<file path="src/rtl/key_pulse_gen.sv">
// key_pulse_gen
//   Per-key conditioner for raw push-button inputs. Each channel has a 2-flop
//   synchroniser, a debounce counter and a 3-state hold FSM. It emits
//   registered single-cycle press / release / long-press pulses.
//
//   Optional build macro: KEY_AUTOREPEAT_EN
//     defined   : while a key is long-held, o_press repeats every REPEAT_CYCLES
//     undefined : LONG state stays silent until release
//
// Ports
//   clk       in   system clock, rising edge
//   nrst      in   synchronous reset, ACTIVE-HIGH despite the name
//   i_key     in   [N_KEYS] raw asynchronous key levels, 1 = pressed
//   o_level   out  [N_KEYS] debounced key level
//   o_press   out  [N_KEYS] one-cycle pulse on accepted press (and repeats)
//   o_release out  [N_KEYS] one-cycle pulse on accepted release
//   o_long    out  [N_KEYS] one-cycle pulse when a hold reaches LONG_CYCLES
//
// Hold FSM (per channel)
//   state      | meaning
//   ST_IDLE    | debounced key released
//   ST_PRESSED | debounced key down, hold counter running toward long-press
//   ST_LONG    | long-press reported; counter reused as repeat timer

module key_pulse_gen #(
  parameter int N_KEYS        = 3,
  parameter int DB_CYCLES     = 4,
  parameter int LONG_CYCLES   = 32,
  parameter int REPEAT_CYCLES = 8
) (
  input  logic              clk,
  input  logic              nrst,
  input  logic [N_KEYS-1:0] i_key,
  output logic [N_KEYS-1:0] o_level,
  output logic [N_KEYS-1:0] o_press,
  output logic [N_KEYS-1:0] o_release,
  output logic [N_KEYS-1:0] o_long
);

  localparam int DW = (DB_CYCLES > 2) ? $clog2(DB_CYCLES) : 1;
  localparam int HW = $clog2(LONG_CYCLES + 1);

  localparam logic [DW-1:0] DB_LAST   = DW'(DB_CYCLES - 1);
  localparam logic [HW-1:0] HOLD_LAST = HW'(LONG_CYCLES - 1);
  localparam logic [HW-1:0] REP_LAST  = HW'(REPEAT_CYCLES - 1);

  localparam logic [1:0] ST_IDLE    = 2'd0;
  localparam logic [1:0] ST_PRESSED = 2'd1;
  localparam logic [1:0] ST_LONG    = 2'd2;

  // The repeat timer shares the hold counter, so the repeat interval must fit in it.
  if (DB_CYCLES < 2 || LONG_CYCLES <= DB_CYCLES ||
      REPEAT_CYCLES < 1 || REPEAT_CYCLES > LONG_CYCLES + 1) begin : g_bad_params
    $error("key_pulse_gen: illegal parameter combination");
  end

  for (genvar k = 0; k < N_KEYS; k++) begin : g_key
    logic          s1, s2, level;
    logic [DW-1:0] db_cnt;
    logic [HW-1:0] hold;
    logic [1:0]    st;
    logic          press, rel, lng;
    logic          mism, accept, rise, fall;

    assign mism   = (s2 != level);
    assign accept = mism && (db_cnt == DB_LAST);
    assign rise   = accept && s2;
    assign fall   = accept && !s2;

    always_ff @(posedge clk) begin
      if (nrst) begin
        s1     <= 1'b0;
        s2     <= 1'b0;
        level  <= 1'b0;
        db_cnt <= '0;
        hold   <= '0;
        st     <= ST_IDLE;
        press  <= 1'b0;
        rel    <= 1'b0;
        lng    <= 1'b0;
      end else begin
        s1    <= i_key[k];
        s2    <= s1;
        press <= 1'b0;
        rel   <= 1'b0;
        lng   <= 1'b0;

        if (!mism) begin
          db_cnt <= '0;
        end else if (accept) begin
          level  <= s2;
          db_cnt <= '0;
        end else begin
          db_cnt <= db_cnt + 1'b1;
        end

        // FSM reacts to the level change being accepted this edge, so the
        // pulse lands on the same edge that o_level changes.
        case (st)
          ST_IDLE: begin
            if (rise) begin
              st    <= ST_PRESSED;
              press <= 1'b1;
              hold  <= '0;
            end
          end
          ST_PRESSED: begin
            // Release takes priority over reaching the long-press limit.
            if (fall) begin
              st   <= ST_IDLE;
              rel  <= 1'b1;
              hold <= '0;
            end else if (hold >= HOLD_LAST) begin
              st   <= ST_LONG;
              lng  <= 1'b1;
              hold <= '0;
            end else begin
              hold <= hold + 1'b1;
            end
          end
          ST_LONG: begin
            if (fall) begin
              st   <= ST_IDLE;
              rel  <= 1'b1;
              hold <= '0;
            end else begin
`ifdef KEY_AUTOREPEAT_EN
              if (hold >= REP_LAST) begin
                press <= 1'b1;
                hold  <= '0;
              end else begin
                hold <= hold + 1'b1;
              end
`else
              hold <= '0;
`endif
            end
          end
          default: begin
            st   <= ST_IDLE;
            hold <= '0;
          end
        endcase
      end
    end

    assign o_level[k]   = level;
    assign o_press[k]   = press;
    assign o_release[k] = rel;
    assign o_long[k]    = lng;
  end

endmodule

</file>
<file path="config.mk">
export PLATFORM = sky130hd
export DESIGN_NAME = key_pulse_gen
export DESIGN_NICKNAME = d
export VERILOG_FILES = /design/src/rtl/key_pulse_gen.sv
export SDC_FILE = /design/constraint.sdc
export NUM_CORES = 1
export LEC_CHECK = 0
export CORE_MARGIN = 1.5
export CORE_UTILIZATION = 30
export CTS_BUF_LIST = sky130_fd_sc_hd__clkbuf_8
export CTS_CLUSTER_SIZE = 24
export DETAILED_ROUTE_END_ITERATION = 10
export PLACE_DENSITY = 0.57
export SKIP_CTS_REPAIR_TIMING = 1
export SYNTH_ARGS = -nofsm -noshare
export SYNTH_HDL_FRONTEND = slang
export SYNTH_SLANG_ARGS = --single-unit
</file>
<file path="constraint.sdc">
create_clock -name clk -period 3 [get_ports clk]
set_input_delay 0.6 -clock clk [delete_from_list [all_inputs] [get_ports clk]]
set_output_delay 0.6 -clock clk [all_outputs]
set_load 0.02 [all_outputs]
</file>
; ---- After elaboration in Yosys (flattened, before gate mapping)
; Index checks and enable logic that the tools add are counted.
[word_totals]
reg_bits = 48
input_bits = 5
output_inout_bits = 12
[op_classes]
addsub = 6
magnitude_cmp = 3
eq_ne = 21
mux = 36
bitwise_logic = 12
n_reduce_logical = 36
[ops]
columns = cell, count
row1 = $mux W6, 9
row2 = $pmux W6 S2, 3
row3 = $mux W2, 12
row4 = $add A6 B1 Y6 const B, 3
row5 = $ge A6 B5 Y1 const B, 3
row6 = $pmux W2 S3, 3
row7 = $reduce_or A2 Y1, 9
row8 = $reduce_or A3 Y1, 6
row9 = $eq A2 B2 Y1 const B, 6
row10 = $ne A2 B2 Y1 const B, 6
row11 = $not A1 Y1, 12
row12 = $logic_and A1 B1 Y1, 9
row13 = $mux W1, 9
row14 = $ne A3 B3 Y1 const B, 3
row15 = $reduce_and A3 Y1, 3
row16 = $add A2 B1 Y2 const B, 3
row17 = $eq A2 B1 Y1 const B, 3
row18 = $logic_not A2 Y1, 3
row19 = $reduce_and A2 Y1, 3
row20 = $logic_not A1 Y1, 3
row21 = $ne A1 B1 Y1, 3

; ---- Logic depth before layout (Yosys ltp)
; Gate-level depths: netlist of the first run.
[logic_depth]
word_depth = 5
depth_mapped = 5
depth_no_buf = 5

; ---- Least setup slack after synthesis of the first run
; OpenSTA, ideal clock, no wires.
[synth_path]
path_type = input to register
startpoint = input nrst
endpoint = register g_key[0].lng
t_arrival_ns = 1.427
path_slack_ns = 1.440
path_stages = 4
path_cell_list = clkbuf_1 > clkbuf_1 > clkbuf_1 > nor3_1
[synth_via]
elab_chain_len = 1
[synth_rtl]
columns = element, line_no
row1 = start: declaration, 32  ; input logic nrst,
row2 = $reduce_or A3 Y1 (no line), --
row3 = end signal: assignment, 80  ; lng <= 1'b0;
row4 = end signal: assignment, 86  ; lng <= 1'b0;
row5 = end signal: assignment, 115  ; lng <= 1'b1;
row6 = end: declaration, 62  ; logic press, rel, lng;
; No other way between the ends.
; A chain may end at the register's enable or synchronous reset.

; ---- Worst setup path after layout of the first run
[layout_path]
startpoint = register g_key[0].level
endpoint = output o_level[0]
[layout_lines]
columns = element, line_no
row1 = start: declaration, 58  ; logic s1, s2, level;
row2 = start signal: assignment, 74  ; level <= 1'b0;
row3 = start signal: assignment, 91  ; level <= s2;
row4 = end: declaration, 34  ; output logic [N_KEYS-1:0] o_level,
; No word-level cell between the ends.

==> results of run 1 <==
[power by group through the flow]
stage | Sequential (mW) | Combinational, mW | Clock, mW
2_1_floorplan | 0.660 | 0.0215 | 0
3_3_place_gp | 0.660 | 0.0321 | 0
3_5_place_dp | 0.660 | 0.0324 | 0
4_1_cts | 0.646 | 0.0325 | 0.476
5_1_grt | 0.646 | 0.0358 | 0.498
6_report | 0.645 | 0.0320 | 0.457
[per-stage QoR]
step / power [mW] / util, % / area (um2) / setup slack (ns)
after CTS: 1.154 / 35.52 / 2414 / 1.035
after floorplan: 0.6812 / - / 2112 / 1.440
after global routing: 1.180 / 35.52 / 2414 / 0.9900
after detailed placement: 0.6929 / 33.89 / 2302 / 0.9773
after global placement: 0.6924 / 33.89 / 2302 / 0.9967
final: 1.134 / 35.52 / 2414 / 1.066
[flip-flops by register name, summed over array words and instances, names as in the netlist]
name,count
g_key.press,3
g_key.st,6
g_key.hold,18
g_key.rel,3
g_key.db_cnt,6
g_key.s2,3
g_key.level,3
g_key.s1,3
g_key.lng,3
[kinds of logic after synthesis]
family	Yosys count	synth area share, %
and+or+nand+nor	94	23.40
buffers and inverters	25	6.576
muxes	6	2.844
DFF	48	45.50
adders and majority gates	15	8.886
xor gates and xnor gates	11	4.561
AOI/OAI and AO/OA	25	8.235
[final timing paths]
check | slack [ns] | cells past startpoint | start | end
setup / recovery | 1.07 | 1 | g_key[0].level | o_level[0]
hold / removal | 0.42 | 1 | g_key[1].db_cnt[0] | g_key[1].db_cnt[0]
setup reg to reg | 1.29 | 5 | g_key[1].hold[0] | g_key[1].hold[5]
hold reg to reg | 0.42 | 1 | g_key[1].db_cnt[0] | g_key[1].db_cnt[0]
[cells in the final DEF, fill, tap and decap left out, drive strengths merged, types with 3 or more instances in the layout]
| master | instances |
|---|---|
| nor2 | 27 |
| nand2b | 7 |
| nand2 | 18 |
| clkdlybuf4s50 | 16 |
| nor2b | 6 |
| nand3b | 6 |
| a21oi | 10 |
| a31oi | 3 |
| or3 | 3 |
| clkbuf | 5 |
| nand3 | 12 |
| xnor2 | 11 |
| inv | 9 |
| a21boi | 3 |
| nor3 | 3 |
| a41oi | 3 |
| dfxtp | 48 |
| nor3b | 4 |
| mux2i | 6 |
| ha | 15 |
[synthesized netlist by cell type, drive strengths merged]
cell,instances
a31oi,3
nor3,3
nor2b,6
buf,12
or4,2
mux2i,6
nand3b,6
nor3b,4
a32oi,1
and3,1
ha,15
a32o,2
o2bb2ai,1
a21boi,3
and2,2
or3b,1
a41oi,3
nor2,27
nor4,1
xnor2,11
or2,1
nand2,18
inv,9
or3,3
clkbuf,4
dfxtp,48
nand3,12
a21oi,10
nand2b,7
a21o,2
[metal layers]
metal,GRT usage (%),vias up
li1,-,761
met1,12.76,665
met4,3.959,0
met3,2.844,2
met2,15.29,29
met5,0,-
[worst register-to-register path, delay by kind of cell, from the launching register on]
kind            cells  cell delay [ns]
simple gates        2             0.67
compound gates      2             0.39
flops               1             0.35
fa+ha+maj           1             0.23
[cell type report]
class | count | area, um2 | share of cell area, %
Sequential cell | 48 | 960.9 | 39.81
Clock inverter | 3 | 42.54 | 1.763
Timing Repair Buffer | 18 | 175.2 | 7.258
Multi-Input combinational cell | 151 | 1012 | 41.94
Tap cell | 96 | 120.1 | 4.977
Clock buffer | 5 | 68.82 | 2.851
Inverter | 9 | 33.78 | 1.400
==> out/metrics.yaml, run 1 <==
power:
  power.sequential.fraction_pct: 56.9
  internal_power_mw: 0.9044
  power-per-cell-area_mw_per_mm2: 469.9
  total_switching_power_mw: 0.2298
  pwr-share-clk_pct: 40.3
  peak_ir_drop_on_the_vdd_network_v: 0.0001810
  power.static_leakage_nw: 0.8930
  power.share.switching_pct: 20.26
  p_comb_share_pct: 2.8
detailed_routing:
  drcViolationCount: 0
  route.detailed.wl_per_inst_um: 10.15
  route.met3.wl_um: 125
  vias_per_cell: 4.415
  met2WireLength_um: 1509
  maxUsedRoutingLayer: "met4"
  routed_wl_um: 3349
  wl_met1_um: 1679
  via_count: 1457
  drt.antenna.violating_nets: 0
  drt_iter0_drc: 43
  first_pass_iters: 5
sta:
  setup-violations-final: 0
  fmax_mhz: 517.0
  tns_ns: 0
  max_slew.worst_pin.slew_ns: 0.3327
  final_count_of_pins_violating_max_slew: 0
  holdWs_ns: 0.4203
  hold_viol_final: 0
  clock_skew_ns: 0.008000
  post-route-period-util_pct: 64.48
  period_needed_ns: 1.934
  rsz0062_at_grt: "false"
  relSlewSlack_pct: 77.62
cts:
  htree_num_levels: 2
  clock_sinks: 48
  clock_tree.buffer_depth: 2
  worstSkewPairLatency_ns: 0.29
  tritoncts_clock_tree: "built"
  clock_transition_at_path_regs_ns: 0.08
  clk_root_buffer_cell: "clkbuf_8"
  number_of_clock_buffers_inserted_by_tritoncts: 5
setup_path:
  setup.worst_path.class: "register to output port"
  arrival_ns: 1.33
  cp.required_ns: 2.40
  endpoint_kind: "output port"
  count_of_buffer_and_inverter_cells_on_the_critical_path: 1
  cells_along_the_critical_path: "clkdlybuf4s50_1"
  critical-path-max-stage-delay_ns: 0.64
  crit_path_start_kind: "register"
  path_delay_family: "buffers and inverters"
  critical_path_peak_fanout: 5
  crit_path_top_delay_cell: "clkdlybuf4s50_1"
yosys:
  syn_nets: 244
  synth_sequential_area_ratio_pct: 45.50
  synth_top_area_cell: "dfxtp_1"
  syn_inst: 224
  cell_area_after_synthesis_mm2: 0.002112
  synth_cell_types: 35
  synth_top_cell_area_share_pct: 45.50
  synth.area.top_cells: "dfxtp_1 45%, ha_1 8.9%, nor2_1 4.8%, xnor2_1 4.6%, buf_4 4.3%"
  yosysWarnings: 0
  postSynthRegisterBits: 48
  postSynthAreaPerCell_um2: 9.429
place:
  port_buffers: 16
  dp.cells: 322
  finalWeightedCongestion: 0.7536
  hpwl_um: 2421
global_route:
  first_pass_grt_wire_length_um: 5927
  grt_max_degree: 19
  grt_use_total_pct: 9.822
  congestion_overflow_gr: 0
  via_count_of_the_first_global_routing_pass: 1374
  grt_antenna_before_repair: 0
finish:
  filler_cell_count: 696
  fin_nets: 253
  areaGrowthSynthToFinish_pct: 14.28
  finalNonFillerCells: 330
  post_route_cells_drive_above_1_share_pct: 6.838
  antenna_cells_inserted: 0
die:
  ioPinCount: 17
  die_area_mm2: 0.007552
  fp-row-count: 30
  core_area_mm2: 0.006794
  initial_core_util_pct: 31.09
  die_h_um: 86.91
  die_w_um: 86.91
status:
  outcome: "finished clean"
hold_path:
  hp-class: "register to register"
run:
  max_cap_viol_count: 0
Note: power is estimated with default switching activity, not from simulation.
==> run 2, diff against run 1 <==
Settings changed: PLACE_DENSITY 0.57 to 0.58.
Clock period 3 ns to 1.7 ns, I/O delays scaled along.
==> run 2 against run 1 <==
Effect of this change:
- non-clock buffer count is 4 higher
- flip-flop and latch count unchanged
- highest routed layer unchanged
- critical path type is now register to register
- power rose by 78%
- die area stayed put
==> out/metrics.yaml, run 2 (same netlist as run 1, synthesis figures left out) <==
status:
  outcome: "finished clean"  # unchanged
detailed_routing:
  route.detailed.wl_per_inst_um: 10.22  # was 10.15 um
  drt_iter0_drc: 56  # was 43
  first_pass_iters: 8  # was 5
  drt.antenna.violating_nets: 0  # unchanged
  routed_wl_um: 3412  # was 3349 um
  vias_per_cell: 4.392  # was 4.415
  drcViolationCount: 0  # unchanged
  via_count: 1467  # was 1,457
cts:
  clock_sinks: 48  # unchanged
  worstSkewPairLatency_ns: 0.31  # was 0.29 ns
  number_of_clock_buffers_inserted_by_tritoncts: 5  # unchanged
  clock_transition_at_path_regs_ns: 0.09  # was 0.08 ns
  clock_tree.buffer_depth: 2  # unchanged
  clk_root_buffer_cell: "clkbuf_8"  # unchanged
  htree_num_levels: 2  # unchanged
  tritoncts_clock_tree: "built"  # unchanged
finish:
  top_regs: "g_key.hold: 18 flops, g_key.db_cnt: 6 flops, g_key.st: 6 flops"  # unchanged
  filler_cell_count: 696  # unchanged
  antenna_cells_inserted: 0  # unchanged
  largest_reg_flops: 18  # unchanged
  multi_input_comb_area_mm2: 0.001037  # was 0.001012 mm2
  top_register: "g_key.hold"  # unchanged
  final_design_area_no_fill_mm2: 0.002489  # was 0.002414 mm2
  most_common_library_cell_in_the_layout_ignoring_fill_and_taps: "dfxtp_1"  # unchanged
  fin_nets: 257  # was 253
  sequential_cell_area_um2: 960.9  # unchanged
  areaGrowthSynthToFinish_pct: 17.83  # was 14.28%
  layout.cells.most_common_list: "48 x dfxtp_1, 27 x nor2_1, 18 x nand2_1, 14 x ha_1, 13 x clkdlybuf4s50_1"  # was 48 x dfxtp_1, 27 x nor2_1, 18 x nand2_1, 16 x clkdlybuf4s50_1, 15 x ha_1
  post_route_cells_drive_above_1_share_pct: 10.08  # was 6.838%
  finalNonFillerCells: 334  # was 330
sta:
  max_slew.worst_pin.slew_ns: 0.3219  # was 0.3327 ns
  fmax_mhz: 615.3
  final_count_of_pins_violating_max_slew: 0  # unchanged
  hold_viol_final: 0  # unchanged
  relSlewSlack_pct: 78.35  # was 77.62%
  worst_slack_setup_final_ns: 0.07476  # was 1.066 ns
  period_needed_ns: 1.625
  clock_skew_ns: 0.007157  # was 0.008000 ns
  setup-violations-final: 0  # unchanged
  post-route-period-util_pct: 95.60
  rsz0062_at_grt: "false"  # unchanged
place:
  finalWeightedCongestion: 0.7798  # was 0.7536
  setup_slack_at_placement_ns: 0.03507  # was 0.9773 ns
  hpwl_um: 2491  # was 2421 um
  dp.cells: 324  # was 322
  port_buffers: 16  # unchanged
  placed_cell_area_mm2: 0.002330  # was 0.002302 mm2
die:
  fp-row-count: 30  # unchanged
  die_w_um: 86.91  # unchanged
  core_area_mm2: 0.006794  # unchanged
  die_h_um: 86.91  # unchanged
  initial_core_util_pct: 31.09  # unchanged
  die_area_mm2: 0.007552  # unchanged
  ioPinCount: 17  # unchanged
setup_path:
  setup.worst_path.class: "register to register"  # was register to output port
  endpoint_kind: "register"  # was output port
  critical_path_peak_fanout: 6  # was 5
  crit_path_start_kind: "register"  # unchanged
  cp.required_ns: 1.95  # was 2.40 ns
  arrival_ns: 1.87  # was 1.33 ns
hold_path:
  hp-class: "register to register"  # unchanged
power:
  power.static_leakage_nw: 0.9683  # was 0.8930 nW
  peak_ir_drop_on_the_vdd_network_v: 0.0003409  # was 0.0001810 V
  power-per-cell-area_mw_per_mm2: 811.4  # was 469.9 mW/mm2
global_route:
  congestion_overflow_gr: 0  # unchanged
  grt_max_degree: 26  # was 19
  grt_use_total_pct: 10.25  # was 9.822%
  grt_antenna_before_repair: 0  # unchanged
  via_count_of_the_first_global_routing_pass: 1345  # was 1,374
  first_pass_grt_wire_length_um: 5954  # was 5927 um
run:
  max_cap_viol_count: 0  # unchanged
## run 2: cell types whose count changed in the layout (fill, tap and decap cells not counted)
| cell | before | now |
|---|---|---|
| ha_2 | 0 | 1 |
| buf_4 | 2 | 5 |
| a41oi_1 | 3 | 1 |
| a41oi_2 | 0 | 2 |
| buf_12 | 0 | 1 |
| a32oi_2 | 0 | 1 |
| dlymetal6s2s_1 | 0 | 3 |
| ha_1 | 15 | 14 |
| clkdlybuf4s50_1 | 16 | 13 |
| a32oi_1 | 1 | 0 |
## run 2: path summary, 6_finish.rpt
| check | from | endpoint | slack (ns) | cells after the start |
|---|---|---|---|---|
| setup reg to reg | g_key[1].db_cnt[0] | g_key[1].hold[5] | 0.07 | 5 |
| hold reg to reg | g_key[2].db_cnt[0] | g_key[2].db_cnt[0] | 0.42 | 1 |
| setup / recovery | g_key[1].db_cnt[0] | g_key[1].hold[5] | 0.07 | 5 |
| hold / removal | g_key[2].db_cnt[0] | g_key[2].db_cnt[0] | 0.42 | 1 |
## run 2: metal layers
metal / global-route usage, % / up-vias / wire length (um)
met1: 12.43 / 659 / 1696
met5: 0 / - / 0
li1: - / 773 / -
met2: 15.64 / 30 / 1472
met3: 3.791 / 5 / 169
met4: 5.718 / 0 / 74
## run 2: layout make-up
| type | count | share of cell area [%] |
|---|---|---|
| Multi-Input combinational cell | 151 | 41.68 |
| Sequential cell | 48 | 38.61 |
| Timing Repair Buffer | 22 | 9.050 |
| Tap cell | 96 | 4.827 |
| Clock buffer | 5 | 2.765 |
| Clock inverter | 3 | 1.709 |
| Inverter | 9 | 1.357 |
## run 2: worst max-delay path, stage by stage, from the launching register on
cell	delay, ns
dfxtp_1	0.35
ha_2	0.25
nand3b_4	0.11
and2_4	0.20
or4_4	0.53
a21oi_2	0.13
## run 2: where the power goes
group | switching, mW | internal, mW | total [mW]
logic | 0.0286 | 0.0312 | 0.0598
clock network | 0.385 | 0.435 | 0.820
registers | 0.00619 | 1.13 | 1.14
total | 0.420 | 1.60 | 2.02
## run 2: per-stage QoR
stage          setup TNS [ns]  utilization (%)  power, mW  hold slack (ns)
3_3_place_gp                0            34.29      1.226           0.4057
2_1_floorplan               0                -      1.202           0.3960
6_report                    0            36.63      2.019           0.4206
3_5_place_dp                0            34.29      1.226           0.4123
4_1_cts              -0.06422            35.93      2.055           0.4262
5_1_grt                     0            36.63      2.101           0.4517
